### config.mk
export PLATFORM = sky130hd
export DESIGN_NAME = circle_points
export DESIGN_NICKNAME = d
export VERILOG_FILES = /design/src/rtl/circle_points.sv
export SDC_FILE = /design/constraint.sdc
export NUM_CORES = 1
export LEC_CHECK = 0
export ABC_CLOCK_PERIOD_IN_PS = 14600
export CAP_MARGIN = 5
export CORE_MARGIN = 2
export CORE_UTILIZATION = 59
export CTS_CLUSTER_DIAMETER = 200
export DETAILED_ROUTE_END_ITERATION = 8
export PLACE_DENSITY = 0.78
export SLEW_MARGIN = 5
export SYNTH_ARGS = -nofsm -noshare
export SYNTH_HDL_FRONTEND = slang
export SYNTH_SLANG_ARGS = --single-unit
### constraint.sdc
create_clock -name clk -period 14.6 [get_ports clk]
set_clock_uncertainty 0.2 [all_clocks]
set_input_delay 4.38 -clock clk [delete_from_list [all_inputs] [get_ports clk]]
set_output_delay 4.38 -clock clk [all_outputs]
set_load 0.05 [all_outputs]
### src/rtl/circle_points.sv
// circle_points: midpoint-circle point generator.
// Streams the 8 octant-mirrored candidates of every midpoint step over a
// valid/ready port, then pulses done. All outputs are registered.
// Optional feature macro: CIRCLE_CLIP_EN. When defined, candidates outside
// 0..255 are dropped. When undefined, every candidate is emitted and
// coordinates wrap modulo 256.
module circle_points (
    input  logic       clk,
    input  logic       rst,
    input  logic       start,
    input  logic [7:0] cx,
    input  logic [7:0] cy,
    input  logic [7:0] r,
    input  logic       out_ready,
    output logic       out_valid,
    output logic [7:0] px,
    output logic [7:0] py,
    output logic       busy,
    output logic       done
);

    typedef enum logic [1:0] {S_IDLE, S_EMIT, S_STEP, S_DONE} state_t;

    state_t            state_q, state_d;
    logic [7:0]        cx_q, cx_d, cy_q, cy_d;
    logic [7:0]        x_q, x_d, y_q, y_d;
    logic signed [10:0] d_q, d_d;
    logic [2:0]        k_q, k_d;
    logic              out_valid_q, out_valid_d;
    logic [7:0]        px_q, px_d, py_q, py_d;
    logic              busy_q, busy_d, done_q, done_d;

    logic              adv;
    logic              step_dec, step_cont;
    logic [8:0]        y_inc, x_dec;
    logic signed [10:0] ys, xs, d_step;
    logic signed [9:0] ccx, ccy, cdx, cdy, cand_x, cand_y;
    logic              clip_c;

    // Midpoint step arithmetic; x may drop to -1 only for r=0, so compare signed.
    always_comb begin
        step_dec  = ~d_q[10];
        y_inc     = {1'b0, y_q} + 9'd1;
        x_dec     = step_dec ? ({1'b0, x_q} - 9'd1) : {1'b0, x_q};
        ys        = $signed({2'b00, y_inc});
        xs        = $signed({{2{x_dec[8]}}, x_dec});
        if (step_dec) begin
            d_step = d_q + ((ys - xs) <<< 1) + 11'sd1;
        end else begin
            d_step = d_q + (ys <<< 1) + 11'sd1;
        end
        step_cont = (xs >= ys);
    end

    // Next-state logic for the FSM and datapath registers.
    always_comb begin
        state_d = state_q;
        cx_d    = cx_q;
        cy_d    = cy_q;
        x_d     = x_q;
        y_d     = y_q;
        d_d     = d_q;
        k_d     = k_q;
`ifdef CIRCLE_CLIP_EN
        adv     = out_ready || !out_valid_q;
`else
        adv     = out_valid_q && out_ready;
`endif
        case (state_q)
            S_IDLE: begin
                if (start) begin
                    cx_d    = cx;
                    cy_d    = cy;
                    x_d     = r;
                    y_d     = 8'd0;
                    d_d     = 11'sd1 - $signed({3'b000, r});
                    k_d     = 3'd0;
                    state_d = S_EMIT;
                end
            end
            S_EMIT: begin
                if (adv) begin
                    k_d = k_q + 3'd1;
                    if (k_q == 3'd7) begin
                        state_d = S_STEP;
                    end
                end
            end
            S_STEP: begin
                y_d     = y_inc[7:0];
                x_d     = x_dec[7:0];
                d_d     = d_step;
                k_d     = 3'd0;
                state_d = step_cont ? S_EMIT : S_DONE;
            end
            S_DONE: begin
                state_d = S_IDLE;
            end
            default: begin
                state_d = S_IDLE;
            end
        endcase
    end

    // Candidate point for the upcoming cycle, formed from next-state values.
    always_comb begin
        ccx    = $signed({2'b00, cx_d});
        ccy    = $signed({2'b00, cy_d});
        cdx    = $signed({2'b00, x_d});
        cdy    = $signed({2'b00, y_d});
        cand_x = ccx + cdx;
        cand_y = ccy + cdy;
        case (k_d)
            3'd1: begin cand_x = ccx + cdy; cand_y = ccy + cdx; end
            3'd2: begin cand_x = ccx - cdy; cand_y = ccy + cdx; end
            3'd3: begin cand_x = ccx - cdx; cand_y = ccy + cdy; end
            3'd4: begin cand_x = ccx - cdx; cand_y = ccy - cdy; end
            3'd5: begin cand_x = ccx - cdy; cand_y = ccy - cdx; end
            3'd6: begin cand_x = ccx + cdy; cand_y = ccy - cdx; end
            3'd7: begin cand_x = ccx + cdx; cand_y = ccy - cdy; end
            default: begin cand_x = ccx + cdx; cand_y = ccy + cdy; end
        endcase
`ifdef CIRCLE_CLIP_EN
        clip_c = (cand_x < 10'sd0) || (cand_x > 10'sd255) ||
                 (cand_y < 10'sd0) || (cand_y > 10'sd255);
`else
        clip_c = 1'b0;
`endif
        out_valid_d = (state_d == S_EMIT) && !clip_c;
        px_d        = out_valid_d ? cand_x[7:0] : px_q;
        py_d        = out_valid_d ? cand_y[7:0] : py_q;
        busy_d      = (state_d != S_IDLE);
        done_d      = (state_d == S_DONE);
    end

    // State and output registers with synchronous reset.
    always_ff @(posedge clk) begin
        if (rst) begin
            state_q     <= S_IDLE;
            cx_q        <= 8'd0;
            cy_q        <= 8'd0;
            x_q         <= 8'd0;
            y_q         <= 8'd0;
            d_q         <= 11'sd0;
            k_q         <= 3'd0;
            out_valid_q <= 1'b0;
            px_q        <= 8'd0;
            py_q        <= 8'd0;
            busy_q      <= 1'b0;
            done_q      <= 1'b0;
        end else begin
            state_q     <= state_d;
            cx_q        <= cx_d;
            cy_q        <= cy_d;
            x_q         <= x_d;
            y_q         <= y_d;
            d_q         <= d_d;
            k_q         <= k_d;
            out_valid_q <= out_valid_d;
            px_q        <= px_d;
            py_q        <= py_d;
            busy_q      <= busy_d;
            done_q      <= done_d;
        end
    end

    assign out_valid = out_valid_q;
    assign px        = px_q;
    assign py        = py_q;
    assign busy      = busy_q;
    assign done      = done_q;

endmodule

==> flow_summary.rst, run 1 <==
.. list-table::
   :header-rows: 1

   * - Metric
     - Value
   * - Run status
     - finished, final reports clean
   * - Critical path data arrival time
     - 9.72 ns
   * - Share of cells above drive strength 1
     - 4.25%
   * - Maximum clock insertion buffer count
     - 2
   * - Number of cells produced by synthesis
     - 773
   * - Global-route wire length before repair
     - 27.4 mm
   * - Worst-case setup margin in the final layout
     - 4.98 ns
   * - Register clock-pin slew on the reported worst setup and hold paths
     - 0.08 ns
   * - Synth cell count leaders
     - 87 x sky130_fd_sc_hd__nor2_1, 84 x sky130_fd_sc_hd__nand2_1, 67 x sky130_fd_sc_hd__dfxtp_1, 51 x sky130_fd_sc_hd__ha_1, 47 x sky130_fd_sc_hd__a21oi_1
   * - Hold Crit Depth
     - 2
   * - Maximum net fanout on the critical path
     - 19
   * - Number of synthesized flops with an enable pin
     - 0
   * - Required time at the worst-slack endpoint
     - 14.69 ns
   * - Number of buffers created by CTS
     - 9
   * - Slew at the pin with the worst max-slew slack
     - 1.16 ns
   * - Placed cells
     - 917
   * - # DRC
     - 0
   * - Width of the die
     - 104 um
   * - Total of fill cells in the finished design
     - 822
   * - Cell with the most instances on the worst path
     - sky130_fd_sc_hd__o21ai_0
   * - DRC violation total after the first TritonRoute iteration
     - 498
   * - Sum Neg Setup Slack
     - 0 ns
   * - Flip-flop cell with the highest count after synthesis
     - sky130_fd_sc_hd__dfxtp_1
   * - Slowest cell on the critical path
     - sky130_fd_sc_hd__clkdlybuf4s50_1
   * - Largest cells by area after synthesis
     - sky130_fd_sc_hd__dfxtp_1 23%, sky130_fd_sc_hd__ha_1 11%, sky130_fd_sc_hd__xnor2_1 5.9%
   * - Layout Utilization
     - 68.2%
   * - Number of placement rows
     - 36
   * - Number of levels the H-tree was split into
     - 3
   * - Final slew viol count
     - 0
   * - Hold path startpoint
     - py[2]$_SDFFE_PP0P_
   * - Insertion delay to the later sink of the worst-skew pair
     - 0.38 ns
   * - RD Place Congestion
     - 0.938
   * - Remaining global-route overflow
     - 0
   * - Signed area change from the synthesized netlist to the final layout
     - 12.6%
   * - Category of the critical setup timing path
     - input port to flip-flop
   * - Crit path largest cell delay
     - 0.86 ns
   * - Worst setup slack before clock tree synthesis
     - 4.72 ns
   * - Worst Reg-to-Reg Cells
     - 17
   * - Input/output buffers
     - 46
   * - Number of primary I/O pins
     - 47
   * - Power, Total
     - 0.663 mW
   * - Average cell area after synthesis
     - 7.62 um^2
   * - Met3 layer wire length in the routed design
     - 1.07 mm
   * - N_diodes
     - 0
   * - Count of placed standard cells in the final layout, fillers left out
     - 933
   * - Highest metal layer with signal wires
     - met4
   * - Post-CTS setup buffers
     - 0
   * - Total length of routed wires
     - 17.1 mm
   * - Average via count per standard cell
     - 6.18
   * - Number of global-route vias before repair
     - 5413
   * - Total power per unit cell area
     - 99.9 nW/um^2
   * - Sequential share of the synthesized area
     - 22.8%
   * - Overall track demand over capacity in global routing
     - 31.7%
   * - Worst r2r src
     - state_q[0]$_SDFF_PP0_
   * - Antenna Nets Post-Route
     - 0
   * - Root buf cell
     - sky130_fd_sc_hd__clkbuf_8
   * - Share of synthesized flip-flops with an asynchronous set or reset
     - 0%
   * - Maximum vdd ir drop
     - 0.0729 mV
   * - Final worst-path cycle share
     - 65.9%
   * - Headroom to the max-slew limit
     - 22.4%
   * - Initial core utilization
     - 60.6%
   * - HPWL reported at the end of detailed placement
     - 12.7 mm
   * - Placeable core area
     - 9730 um^2
   * - Final routed wire length divided by cell count
     - 18.3 um
   * - Critical Path Source Type
     - input port
   * - Via count
     - 5762
   * - Post-synthesis register bit count
     - 67
   * - Finish-stage setup viols
     - 0
   * - CTS tree
     - built
   * - Share of the synthesized area in the top cell type
     - 22.8%
   * - Static leakage
     - 2.86 nW
   * - Synthesis Warnings
     - 0
   * - Wl on met1
     - 7.31 mm
   * - F_max
     - 0.104 GHz
   * - Worst hold-check path type
     - flip-flop to flip-flop
   * - Met2 wirelength from detailed routing
     - 8.16 mm
   * - Number of nets in the synthesized netlist
     - 857
   * - Die Y-Extent
     - 104 um
   * - Min Tclk post-route
     - 9.62 ns
   * - Maximum number of pins on one net before global-route repair
     - 69
   * - Library cell with the highest instance count after synthesis
     - sky130_fd_sc_hd__nor2_1
   * - Die area
     - 10800 um^2
   * - Most area-hungry cell type in the Yosys netlist
     - sky130_fd_sc_hd__dfxtp_1
   * - Number of distinct library cells after synthesis
     - 75
   * - Hold buffer count at CTS
     - 0
   * - Net count of the finished layout
     - 879
   * - CTS resizes
     - 0
   * - Antenna violations before repair
     - 0
   * - Sequence of cells on the critical path
     - clkdlybuf4s50_1 > o21ba_2 > nor2_1 > a22oi_1 > o21ai_0 > o21ai_0 > o21ai_0 > a221o_1 > ha_1 > a21oi_1 > o21ai_0 > o21ai_0 > nand2b_1 > a21oi_1 > xnor2_1 > or3_1 > a31oi_1
   * - Clk sink count
     - 67
   * - Cell area after technology mapping
     - 5890 um^2
   * - Final number of hold-violating endpoints
     - 0
   * - Max-cap check violation count
     - 0
   * - Number of optimization iterations in the first detailed-route pass
     - 6
   * - Worst Setup End Kind
     - flip-flop
   * - Unrepaired setup endpoints after global routing
     - no
   * - Start point of the critical path
     - start
[per-layer routing]
metal,track usage (%),vias up
li1,-,2805
met1,39.4,2685
met2,53.8,230
met3,4.76,42
met4,14.9,0
met5,0,-
[layout make-up]
type	count	area, um^2	share of cell area [%]
Tap cell	133	166	2.51
Sequential cell	67	1340	20.2
Timing Repair Buffer	52	500	7.55
Clock buffer	10	138	2.08
Clock inverter	6	95.1	1.43
Multi-Input combinational cell	642	4300	64.9
Inverter	23	86.3	1.30
[registers in the layout, summed over array words and instances (netlist names)]
| name | cells |
|---|---|
| cy_q | 8 |
| state_q | 2 |
| cx_q | 8 |
| y_q | 8 |
| out_valid | 1 |
| py | 8 |
| k_q | 3 |
| x_q | 8 |
| done | 1 |
| px | 8 |
| busy | 1 |
| d_q | 11 |
[cells by family after synthesis]
logic type / Yosys count / share of synthesized area (%)
and+or+nand+nor: 300 / 24.8
AOI/OAI and AO/OA: 200 / 22.3
xor gates and xnor gates: 67 / 9.96
DFF: 67 / 22.8
buffers and inverters: 64 / 4.40
adders and majority gates: 56 / 12.5
muxes: 19 / 3.25
[where the power goes]
part	switching, mW	leakage [nW]	total [mW]	internal [mW]
Sequential	0.0113	0.551	0.209	0.198
Combinational	0.154	2.19	0.264	0.111
Clock	0.0866	0.117	0.189	0.103
Total	0.252	2.86	0.663	0.411
[final timing paths]
| check | slack [ns] | end |
|---|---|---|
| setup / recovery | 4.98 | px[7]$_SDFFE_PP0P_ |
| setup reg to reg | 9.31 | px[7]$_SDFFE_PP0P_ |
| hold reg to reg | 0.30 | py[2]$_SDFFE_PP0P_ |
| hold / removal | 0.30 | py[2]$_SDFFE_PP0P_ |
[placed cells by master (no fill, tap or decap), types with 5 or more instances in the layout]
| cell | n |
|---|---|
| sky130_fd_sc_hd__a211oi_1 | 19 |
| sky130_fd_sc_hd__a21o_1 | 23 |
| sky130_fd_sc_hd__a21oi_1 | 47 |
| sky130_fd_sc_hd__a31oi_1 | 11 |
| sky130_fd_sc_hd__and3_1 | 5 |
| sky130_fd_sc_hd__buf_4 | 6 |
| sky130_fd_sc_hd__clkbuf_8 | 10 |
| sky130_fd_sc_hd__clkdlybuf4s50_1 | 45 |
| sky130_fd_sc_hd__dfxtp_1 | 67 |
| sky130_fd_sc_hd__fa_1 | 5 |
| sky130_fd_sc_hd__ha_1 | 51 |
| sky130_fd_sc_hd__inv_1 | 21 |
| sky130_fd_sc_hd__mux2i_1 | 18 |
| sky130_fd_sc_hd__nand2_1 | 84 |
| sky130_fd_sc_hd__nand2b_1 | 15 |
| sky130_fd_sc_hd__nand3_1 | 14 |
| sky130_fd_sc_hd__nand4_1 | 7 |
| sky130_fd_sc_hd__nor2_1 | 87 |
| sky130_fd_sc_hd__nor2b_1 | 29 |
| sky130_fd_sc_hd__nor3_1 | 18 |
| sky130_fd_sc_hd__o211ai_1 | 8 |
| sky130_fd_sc_hd__o21ai_0 | 38 |
| sky130_fd_sc_hd__o22ai_1 | 8 |
| sky130_fd_sc_hd__or3_1 | 9 |
| sky130_fd_sc_hd__xnor2_1 | 40 |
| sky130_fd_sc_hd__xor2_1 | 27 |
[per-stage QoR]
stage          hold slack [ns]  cell area (um^2)
2_1_floorplan            0.267              5890
3_3_place_gp             0.276              6400
3_5_place_dp             0.286              6400
4_1_cts                  0.303              6630
5_1_grt                  0.331              6630
6_report                 0.301              6630
[critical path, delay by kind of cell]
kind | cells | cell delay, ns
compound gates | 11 | 3.41
xor+xnor | 1 | 0.12
fa+ha+maj | 1 | 0.32
buf+inv | 1 | 0.86
simple gates | 3 | 0.62
No activity file was read; power rests on OpenSTA's default activity.
==> run 2, diff against run 1 <==
- ABC_CLOCK_PERIOD_IN_PS: 14600 -> 9300
- clock period: 14.6 -> 9.3 ns (I/O delays scaled with it)
==> run 2 against run 1 <==
Net effect:
- total power increased by 45%
- count of clock-buffer cells in the layout decreased by 1
- wire length decreased by 2.7%
- die area unchanged
- final cell count increased by 0.21%
- worst hold slack improved by 0.0027 ns
- sequential power increased by 58%
- combinational power increased by 56%
- largest power group unchanged
==> flow_summary.rst, run 2 (synthesis gave the netlist of run 1 again) <==
.. list-table::
   :header-rows: 1

   * - Metric
     - Value
   * - Total of fill cells in the finished design
     - 846
   * - Signed area change from the synthesized netlist to the final layout
     - 11.8%
   * - Number of optimization iterations in the first detailed-route pass
     - 5
   * - Number of levels the H-tree was split into
     - 3
   * - Share of cells above drive strength 1
     - 4.49%
   * - Initial core utilization
     - 60.6%
   * - Die area
     - 10800 um^2
   * - Static leakage
     - 2.84 nW
   * - Number of global-route vias before repair
     - 5520
   * - Required time at the worst-slack endpoint
     - 9.39 ns
   * - Hold buffer count at CTS
     - 0
   * - Width of the die
     - 104 um
   * - Min Tclk post-route
     - 7.78 ns
   * - Unrepaired setup endpoints after global routing
     - no
   * - Sum Neg Setup Slack
     - 0 ns
   * - Maximum clock insertion buffer count
     - 2
   * - Register ranked first by flip-flop count
     - d_q
   * - Flip-flop count of the largest register after layout
     - 11
   * - # DRC
     - 0
   * - Global-route wire length before repair
     - 27.0 mm
   * - Total power per unit cell area
     - 146 nW/um^2
   * - Maximum number of pins on one net before global-route repair
     - 69
   * - Final number of hold-violating endpoints
     - 0
   * - Worst-case setup margin in the final layout
     - 1.52 ns
   * - CTS tree
     - built
   * - Maximum net fanout on the critical path
     - 19
   * - Input/output buffers
     - 46
   * - Instance area after placement
     - 6420 um^2
   * - Antenna violations before repair
     - 0
   * - Run status
     - finished, final reports clean
   * - Overall track demand over capacity in global routing
     - 31.1%
   * - Remaining global-route overflow
     - 0
   * - Category of the critical setup timing path
     - input port to flip-flop
   * - Number of buffers created by CTS
     - 9
   * - HPWL reported at the end of detailed placement
     - 12.6 mm
   * - RD Place Congestion
     - 0.997
   * - Die Y-Extent
     - 104 um
   * - Via count
     - 5792
   * - Final slew viol count
     - 0
   * - Clk sink count
     - 67
   * - Final worst hold slack
     - 0.304 ns
   * - Net count of the finished layout
     - 882
   * - Most frequent cells in the layout
     - 87 x sky130_fd_sc_hd__nor2_1, 84 x sky130_fd_sc_hd__nand2_1, 67 x sky130_fd_sc_hd__dfxtp_1, 51 x sky130_fd_sc_hd__ha_1, 47 x sky130_fd_sc_hd__a21oi_1
   * - Power, Total
     - 0.960 mW
   * - Total length of routed wires
     - 16.6 mm
   * - Cell area after layout
     - 6590 um^2
   * - CTS resizes
     - 0
   * - Critical path data arrival time
     - 7.87 ns
   * - Insertion delay to the later sink of the worst-skew pair
     - 0.37 ns
   * - Root buf cell
     - sky130_fd_sc_hd__clkbuf_8
   * - Max-cap check violation count
     - 0
   * - F_max
     - 0.128 GHz
   * - DRC violation total after the first TritonRoute iteration
     - 410
   * - Critical Path Source Type
     - input port
   * - Average via count per standard cell
     - 6.19
   * - Number of placement rows
     - 36
   * - Maximum vdd ir drop
     - 0.132 mV
   * - Slew at the pin with the worst max-slew slack
     - 1.19 ns
   * - Final worst-path cycle share
     - 83.7%
   * - Register clock-pin slew on the reported worst setup and hold paths
     - 0.07 ns
   * - Worst Setup End Kind
     - flip-flop
   * - Number of primary I/O pins
     - 47
   * - Leading cell type in the layout, fill and taps excluded
     - sky130_fd_sc_hd__nor2_1
   * - Headroom to the max-slew limit
     - 20.6%
   * - Worst hold-check path type
     - flip-flop to flip-flop
   * - Antenna Nets Post-Route
     - 0
   * - Worst setup slack before clock tree synthesis
     - 1.19 ns
   * - Placeable core area
     - 9730 um^2
   * - Finish-stage setup viols
     - 0
   * - Final routed wire length divided by cell count
     - 17.8 um
   * - N_diodes
     - 0
   * - Post-CTS setup buffers
     - 0
[run 2: changes by cell type in the layout (fill, tap and decap cells not counted)]
cell                         before  now
sky130_fd_sc_hd__inv_6            2    0
sky130_fd_sc_hd__bufinv_16        2    0
sky130_fd_sc_hd__clkbuf_8        10    9
sky130_fd_sc_hd__clkinvlp_4       0    1
sky130_fd_sc_hd__buf_4            6    9
sky130_fd_sc_hd__clkinv_4         2    3
sky130_fd_sc_hd__clkinv_2         0    2
[run 2: path summary, 6_finish.rpt]
| check | slack (ns) | cells after the start | endpoint | startpoint |
|---|---|---|---|---|
| worst min-delay path | 0.30 | 2 | px[5]$_SDFFE_PP0P_ | px[5]$_SDFFE_PP0P_ |
| worst max register to register | 3.90 | 17 | px[7]$_SDFFE_PP0P_ | state_q[0]$_SDFF_PP0_ |
| worst min register to register | 0.30 | 2 | px[5]$_SDFFE_PP0P_ | px[5]$_SDFFE_PP0P_ |
| worst max-delay path | 1.52 | 19 | px[7]$_SDFFE_PP0P_ | start |
[run 2: routing by layer]
metal	GRT usage (%)	up-vias	routed length (um)
li1	-	2818	-
met1	39.0	2686	7230
met5	0	-	0
met3	4.07	57	981
met4	16.0	0	732
met2	52.3	231	7700
[run 2: report_power, final]
group	switching (mW)	leakage [nW]	internal [mW]
Clock	0.124	0.0850	0.0954
Combinational	0.237	2.20	0.174
Sequential	0.0194	0.551	0.310
[run 2: worst max-delay path: stages]
cell and delay (ns):
sky130_fd_sc_hd__clkdlybuf4s50_1 0.83, sky130_fd_sc_hd__o21ba_2 0.53, sky130_fd_sc_hd__nor2_1 0.20, sky130_fd_sc_hd__a21oi_1 0.61, sky130_fd_sc_hd__nor3_1 0.15, sky130_fd_sc_hd__a21oi_1 0.35, sky130_fd_sc_hd__o21ai_0 0.14, sky130_fd_sc_hd__o21ai_0 0.11
sky130_fd_sc_hd__o211ai_1 0.19, sky130_fd_sc_hd__ha_1 0.32, sky130_fd_sc_hd__a21o_1 0.17, sky130_fd_sc_hd__a21oi_1 0.26, sky130_fd_sc_hd__o21ai_0 0.18, sky130_fd_sc_hd__o21ai_0 0.18, sky130_fd_sc_hd__nand2b_1 0.08, sky130_fd_sc_hd__a21oi_1 0.18
sky130_fd_sc_hd__xnor2_1 0.12, sky130_fd_sc_hd__or3_1 0.32, sky130_fd_sc_hd__a31oi_1 0.16
[run 2: final cells by class]
cell class | instances | area (um^2) | share of cell area, %
clock buffer | 9 | 124 | 1.88
tap | 133 | 166 | 2.53
multi-input combinational | 642 | 4300 | 65.3
timing repair buffer | 55 | 523 | 7.94
sequential | 67 | 1340 | 20.4
inverter | 23 | 86.3 | 1.31
clock inverter | 6 | 43.8 | 0.665
[run 2: per-stage QoR]
stage	utilization, %	std cells
detailed placement	66.0	920
global route	67.7	935
floorplan	-	773
finish	67.7	935
global placement	66.0	920
CTS	67.7	935
